**config.mk**
```make
export PLATFORM = sky130hd
export DESIGN_NAME = intr_ctrl
export DESIGN_NICKNAME = d
export VERILOG_FILES = /design/src/rtl/intr_ctrl.sv
export SDC_FILE = /design/constraint.sdc
export NUM_CORES = 1
export LEC_CHECK = 0
export BUFFER_PORTS_ARGS = -buffer_cell sky130_fd_sc_hd__buf_2
export CORE_AREA = 2 2 134 136
export DETAILED_ROUTE_END_ITERATION = 6
export DIE_AREA = 0 0 136 138
export GPL_TIMING_DRIVEN = 0
export SYNTH_ARGS = -nofsm -noshare
export SYNTH_HDL_FRONTEND = slang
export SYNTH_SLANG_ARGS = --single-unit
```
**constraint.sdc**
```tcl
create_clock -name clk -period 3.1 [get_ports clk]
set_input_delay 0.465 -clock clk [delete_from_list [all_inputs] [get_ports clk]]
set_output_delay 0.465 -clock clk [all_outputs]
set_load 0.01 [all_outputs]
```
**src/rtl/intr_ctrl.sv**
```systemverilog
// rtl/intr_ctrl.sv - machine-mode interrupt controller (MEI/MSI/MTI), timer gated by INTR_CTRL_TIMER_EN
module intr_ctrl #(
    parameter int unsigned TIMER_DIV = 1,
    parameter int unsigned XLEN      = 64
) (
    input  logic            clk,
    input  logic            rst,
    input  logic            ext_irq,
    input  logic            sw_irq_set,
    input  logic            sw_irq_clr,
    input  logic            csr_we,
    input  logic [11:0]     csr_addr,
    input  logic [XLEN-1:0] csr_wdata,
    output logic [XLEN-1:0] csr_rdata,
    input  logic            tmr_we,
    input  logic [XLEN-1:0] tmr_wdata,
    output logic            irq_req,
    output logic [XLEN-1:0] irq_cause,
    input  logic            irq_ack,
    input  logic            mret,
    output logic [XLEN-1:0] mtime
);

    typedef enum logic [1:0] {IDLE, REQ, HANDLER} state_e;

    localparam logic [11:0] ADDR_MSTATUS = 12'h300;
    localparam logic [11:0] ADDR_MIE     = 12'h304;
    localparam logic [11:0] ADDR_MIP     = 12'h344;

    localparam logic [XLEN-1:0] CAUSE_MEI = {1'b1, {(XLEN-5){1'b0}}, 4'd11};
    localparam logic [XLEN-1:0] CAUSE_MSI = {1'b1, {(XLEN-5){1'b0}}, 4'd3};
    localparam logic [XLEN-1:0] CAUSE_MTI = {1'b1, {(XLEN-5){1'b0}}, 4'd7};

    state_e          state_q, state_d;
    logic [XLEN-1:0] cause_q, cause_d;
    logic            mstatus_mie_q, mstatus_mie_d;
    logic            mstatus_mpie_q, mstatus_mpie_d;
    logic            meie_q, meie_d;
    logic            msie_q, msie_d;
    logic            meip_q, meip_d;
    logic            msip_q, msip_d;
    logic            mtie_bit;
    logic            mtip_bit;
    logic            unused_bits;

    assign unused_bits = ^{csr_wdata[XLEN-1:12], csr_wdata[10:8], csr_wdata[6:4], csr_wdata[2:0]};

`ifdef INTR_CTRL_TIMER_EN
    localparam logic [15:0] DIV_MAX = 16'(TIMER_DIV - 1);

    logic [15:0]     presc_q, presc_d;
    logic [XLEN-1:0] mtime_q, mtime_d;
    logic [XLEN-1:0] mtimecmp_q, mtimecmp_d;
    logic            mtie_q, mtie_d;
    logic            mtip_q, mtip_d;

    // tmr_we only touches mtimecmp; the prescaler free-runs regardless
    always_comb begin
        presc_d    = presc_q + 16'd1;
        mtime_d    = mtime_q;
        if (presc_q == DIV_MAX) begin
            presc_d = '0;
            mtime_d = mtime_q + XLEN'(1);
        end
        mtimecmp_d = tmr_we ? tmr_wdata : mtimecmp_q;
        mtip_d     = (mtime_q >= mtimecmp_q);
        mtie_d     = (csr_we && csr_addr == ADDR_MIE) ? csr_wdata[7] : mtie_q;
    end

    always_ff @(posedge clk) begin
        if (rst) begin
            presc_q    <= '0;
            mtime_q    <= '0;
            mtimecmp_q <= '1;
            mtie_q     <= 1'b0;
            mtip_q     <= 1'b0;
        end else begin
            presc_q    <= presc_d;
            mtime_q    <= mtime_d;
            mtimecmp_q <= mtimecmp_d;
            mtie_q     <= mtie_d;
            mtip_q     <= mtip_d;
        end
    end

    assign mtime    = mtime_q;
    assign mtie_bit = mtie_q;
    assign mtip_bit = mtip_q;
`else
    logic unused_timer;

    assign unused_timer = ^{tmr_we, tmr_wdata, 16'(TIMER_DIV)};
    assign mtime        = '0;
    assign mtie_bit     = 1'b0;
    assign mtip_bit     = 1'b0;
`endif

    logic pend_mei, pend_msi, pend_mti;

    assign pend_mei = meip_q & meie_q   & mstatus_mie_q;
    assign pend_msi = msip_q & msie_q   & mstatus_mie_q;
    assign pend_mti = mtip_bit & mtie_bit & mstatus_mie_q;

    always_comb begin
        state_d        = state_q;
        cause_d        = cause_q;
        mstatus_mie_d  = mstatus_mie_q;
        mstatus_mpie_d = mstatus_mpie_q;
        meie_d         = meie_q;
        msie_d         = msie_q;
        meip_d         = ext_irq;
        msip_d         = msip_q;

        if (sw_irq_clr)      msip_d = 1'b0;
        else if (sw_irq_set) msip_d = 1'b1;

        if (csr_we && csr_addr == ADDR_MSTATUS) begin
            mstatus_mie_d  = csr_wdata[3];
            mstatus_mpie_d = csr_wdata[7];
        end
        if (csr_we && csr_addr == ADDR_MIE) begin
            meie_d = csr_wdata[11];
            msie_d = csr_wdata[3];
        end

        // Hardware MIE/MPIE updates are applied last so they override CSR writes
        if (mret) begin
            mstatus_mie_d  = mstatus_mpie_q;
            mstatus_mpie_d = 1'b1;
        end

        case (state_q)
            IDLE: begin
                if (pend_mei) begin
                    state_d = REQ;
                    cause_d = CAUSE_MEI;
                end else if (pend_msi) begin
                    state_d = REQ;
                    cause_d = CAUSE_MSI;
                end else if (pend_mti) begin
                    state_d = REQ;
                    cause_d = CAUSE_MTI;
                end
            end
            REQ: begin
                if (irq_ack) begin
                    state_d        = HANDLER;
                    mstatus_mpie_d = mstatus_mie_q;
                    mstatus_mie_d  = 1'b0;
                end
            end
            HANDLER: begin
                if (mret) state_d = IDLE;
            end
            default: state_d = IDLE;
        endcase
    end

    always_ff @(posedge clk) begin
        if (rst) begin
            state_q        <= IDLE;
            cause_q        <= '0;
            mstatus_mie_q  <= 1'b0;
            mstatus_mpie_q <= 1'b0;
            meie_q         <= 1'b0;
            msie_q         <= 1'b0;
            meip_q         <= 1'b0;
            msip_q         <= 1'b0;
        end else begin
            state_q        <= state_d;
            cause_q        <= cause_d;
            mstatus_mie_q  <= mstatus_mie_d;
            mstatus_mpie_q <= mstatus_mpie_d;
            meie_q         <= meie_d;
            msie_q         <= msie_d;
            meip_q         <= meip_d;
            msip_q         <= msip_d;
        end
    end

    assign irq_req   = (state_q == REQ);
    assign irq_cause = irq_req ? cause_q : '0;

    always_comb begin
        csr_rdata = '0;
        case (csr_addr)
            ADDR_MSTATUS: begin
                csr_rdata[3] = mstatus_mie_q;
                csr_rdata[7] = mstatus_mpie_q;
            end
            ADDR_MIE: begin
                csr_rdata[11] = meie_q;
                csr_rdata[7]  = mtie_bit;
                csr_rdata[3]  = msie_q;
            end
            ADDR_MIP: begin
                csr_rdata[11] = meip_q;
                csr_rdata[7]  = mtip_bit;
                csr_rdata[3]  = msip_q;
            end
            default: csr_rdata = '0;
        endcase
    end

endmodule
```
==> summary.txt <==
Critical path endpoint category: primary output
Synth area leader: buf_4
Bufs on Longest Clock Path: 2
Syn Inst Count: 248
CP Class: in2out
Multi-input gate area: 0.00107 mm2
Top-area cell type share of the netlist area: 70.8%
DR WL/cell: 6.38 um
GPL Wtd Cong: 0.637
Number of sinks on the clock net: 10
Total wire length: 4440 um
Pre-antenna DRT Iters: 4
Total negative setup slack: 0 ns
Placement Setup Slack: 0.668 ns
Share of post-route cells with drive strength above 1: 49.4%
Combinational family with the most area after synthesis: buffers and inverters
Setup Buffers After CTS: 0
GRT Total Usage: 4.15%
Drt initial violations: 13
Post-CTS sizing: 0
Initial antenna violation count: 4
Synth warn: 0
CP peak stage delay: 0.56 ns
Synth Register Bits: 10
Via count of the first global-routing pass: 1140
Grt ovf: 0
RSZ-0062 raised after global routing: no
Critical path peak fanout: 3
Post-synth top cells: 187 x buf_4, 10 x dfxtp_1, 6 x mux2i_1
Multiplexer share of the synthesized area: 3.03%
Share of the yosys chip area belonging to registers: 10.1%
Post-Synth XOR/XNOR Area: 0%
Remaining antenna violation count: 0
Area growth from synthesis to layout: 61.5%
Initial Util: 11.3%
Die footprint: 0.0188 mm2
H-tree depth: 1
Number of port buffers: 30
Fillers: 2010
LEAKAGE: 1.98 nW
TritonCTS clock tree: yes
Status: complete, no violations
Max Clk Rate: 417 MHz
Worst min path class: in2reg
Number of synthesized flops with an enable pin: 0
Seq. cell area: 200 um2
Netlist cell types: 29
Via Count: 1561
Num CTS Buffers: 3
Residual DRC: 0
CP Cell Sequence: buf_2 -> or4_4 -> or3_4 -> nor4b_2 -> buf_2
Critical Path AT: 1.93 ns
Final min period: 2.40 ns
Pwr dens: 220 mW/mm2
Die Width: 136 um
Final core occ: 18.3%
Critical path buffer and inverter count: 2
Most frequent cell after synthesis: buf_4
Net count, final: 616
Clock slew at reported path FFs: 0.04 ns
Final Cycle Share: 77.4%
Area share of and/or/nand/nor cells after synthesis: 11.6%
Later-pin clock latency in the skew report: 0.23 ns
Req. time, crit path: 2.63 ns
CP most frequent cell: buf_2
Die height: 138 um
Syn avg cell area: 8.00 um2
# IOs: 342
Final hold vios: 0
Ys async rst share: 0%
Hold buffers post-CTS: 0
Rows: 49
Max VDD drop: 0.121 mV
DP HPWL: 4350 um
Startpoint Class: primary input
Top cells by area, synth: buf_4 71%, dfxtp_1 10%, mux2i_1 3.0%, nor4_2 1.3%, a21oi_1 1.0%
Avg Vias per Cell: 2.24
Synth Area in Adders: 0%
Largest net degree at the start of global routing: 9
Worst setup margin: 0.702 ns
MaxCap Viol Count: 0
Complex-gate fraction of the synthesized area: 4.10%
Slowest cell on crit path: or4_4
Slew Viols, Final: 0
Cell Area, Synth: 0.00198 mm2
Worst path top cell family by delay: simple AND/OR/NAND/NOR gates
Synth Flop Type: dfxtp_1
Clk_skew: 0.000524 ns
Core Box Area: 0.0175 mm2
Final setup vio count: 0
Root Buffer: clkbuf_16
First-pass GRT wire length: 5980 um
per-stage QoR:
stage	instance area, um2	cells	hold WS [ns]	power [mW]
after floorplan	2670	432	0.429	0.421
after global placement	3110	691	0.446	0.442
after detailed placement	3110	691	0.457	0.443
after CTS	3200	695	0.387	0.698
after global routing	3200	696	0.408	0.748
final	3200	696	0.390	0.705
area by class of cell:
type / count / area share (%)
Clock buffer: 4 / 2.77
Tap cell: 229 / 8.95
Sequential cell: 10 / 6.25
Antenna cell: 1 / 0.0782
Multi-Input combinational cell: 234 / 33.3
Timing Repair Buffer: 30 / 4.69
Inverter: 1 / 0.117
Buffer: 187 / 43.8
logic make-up after synthesis:
| family | count (synthesis) |
|---|---|
| flip-flops | 10 |
| other | 1 |
| buffers and inverters | 188 |
| multiplexers | 6 |
| AO/OA/AOI/OAI | 11 |
| AND/OR/NAND/NOR | 32 |
registers in the layout, summed over array words and instances, names as in the netlist:
name / flops
mstatus_mpie_q: 1
meie_q: 1
state_q: 2
cause_q: 2
msie_q: 1
mstatus_mie_q: 1
meip_q: 1
msip_q: 1
per-layer routing:
| layer | GRT usage [%] | vias to the layer above | part of all wire, % |
|---|---|---|---|
| met3 | 2.64 | 8 | 19 |
| met5 | 0 | - | 0.92 |
| met4 | 0.493 | 6 | 0.25 |
| met2 | 7.48 | 118 | 47 |
| met1 | 4.10 | 571 | 32 |
| li1 | - | 858 | - |
where the power goes:
part | total (mW) | switching [mW] | leakage (nW) | internal [mW]
clock network | 0.252 | 0.0578 | 0.0442 | 0.194
logic | 0.318 | 0.150 | 1.85 | 0.168
registers | 0.135 | 0.00301 | 0.0815 | 0.132
worst register-to-register path, delay by kind of cell, from the launching register on:
family          cells  cell delay [ns]
compound gates      1             0.12
simple gates        1             0.51
flops               1             0.33
mux                 1             0.12
cell usage in the layout, fill, tap and decap left out, types with 2 or more instances in the layout:
cell and n:
nor2_1 3, mux2i_1 6, nand2b_1 2, o311ai_0 2, or3b_2 2, clkbuf_16 3
nand2_1 5, nor2b_1 2, nor4_2 2, o2111ai_1 2, a21oi_1 4, nand3_1 2
nor3b_1 2, conb_1 185, buf_4 187, nand3b_1 2, buf_2 30, and2_1 2
dfxtp_1 10
worst paths after layout:
path,endpoint,depth (start not counted),slack [ns],start
worst max-delay path,csr_rdata[7],5,0.70,csr_addr[5]
worst min-delay path,msip_q$_SDFFE_PP0P_,2,0.39,sw_irq_clr
worst max register to register,mstatus_mpie_q$_SDFF_PP0_,3,1.89,state_q[1]$_SDFFE_PP0P_
worst min register to register,cause_q[1]$_SDFFE_PP0P_,2,0.46,cause_q[1]$_SDFFE_PP0P_
(Power assumes the default switching activity.)
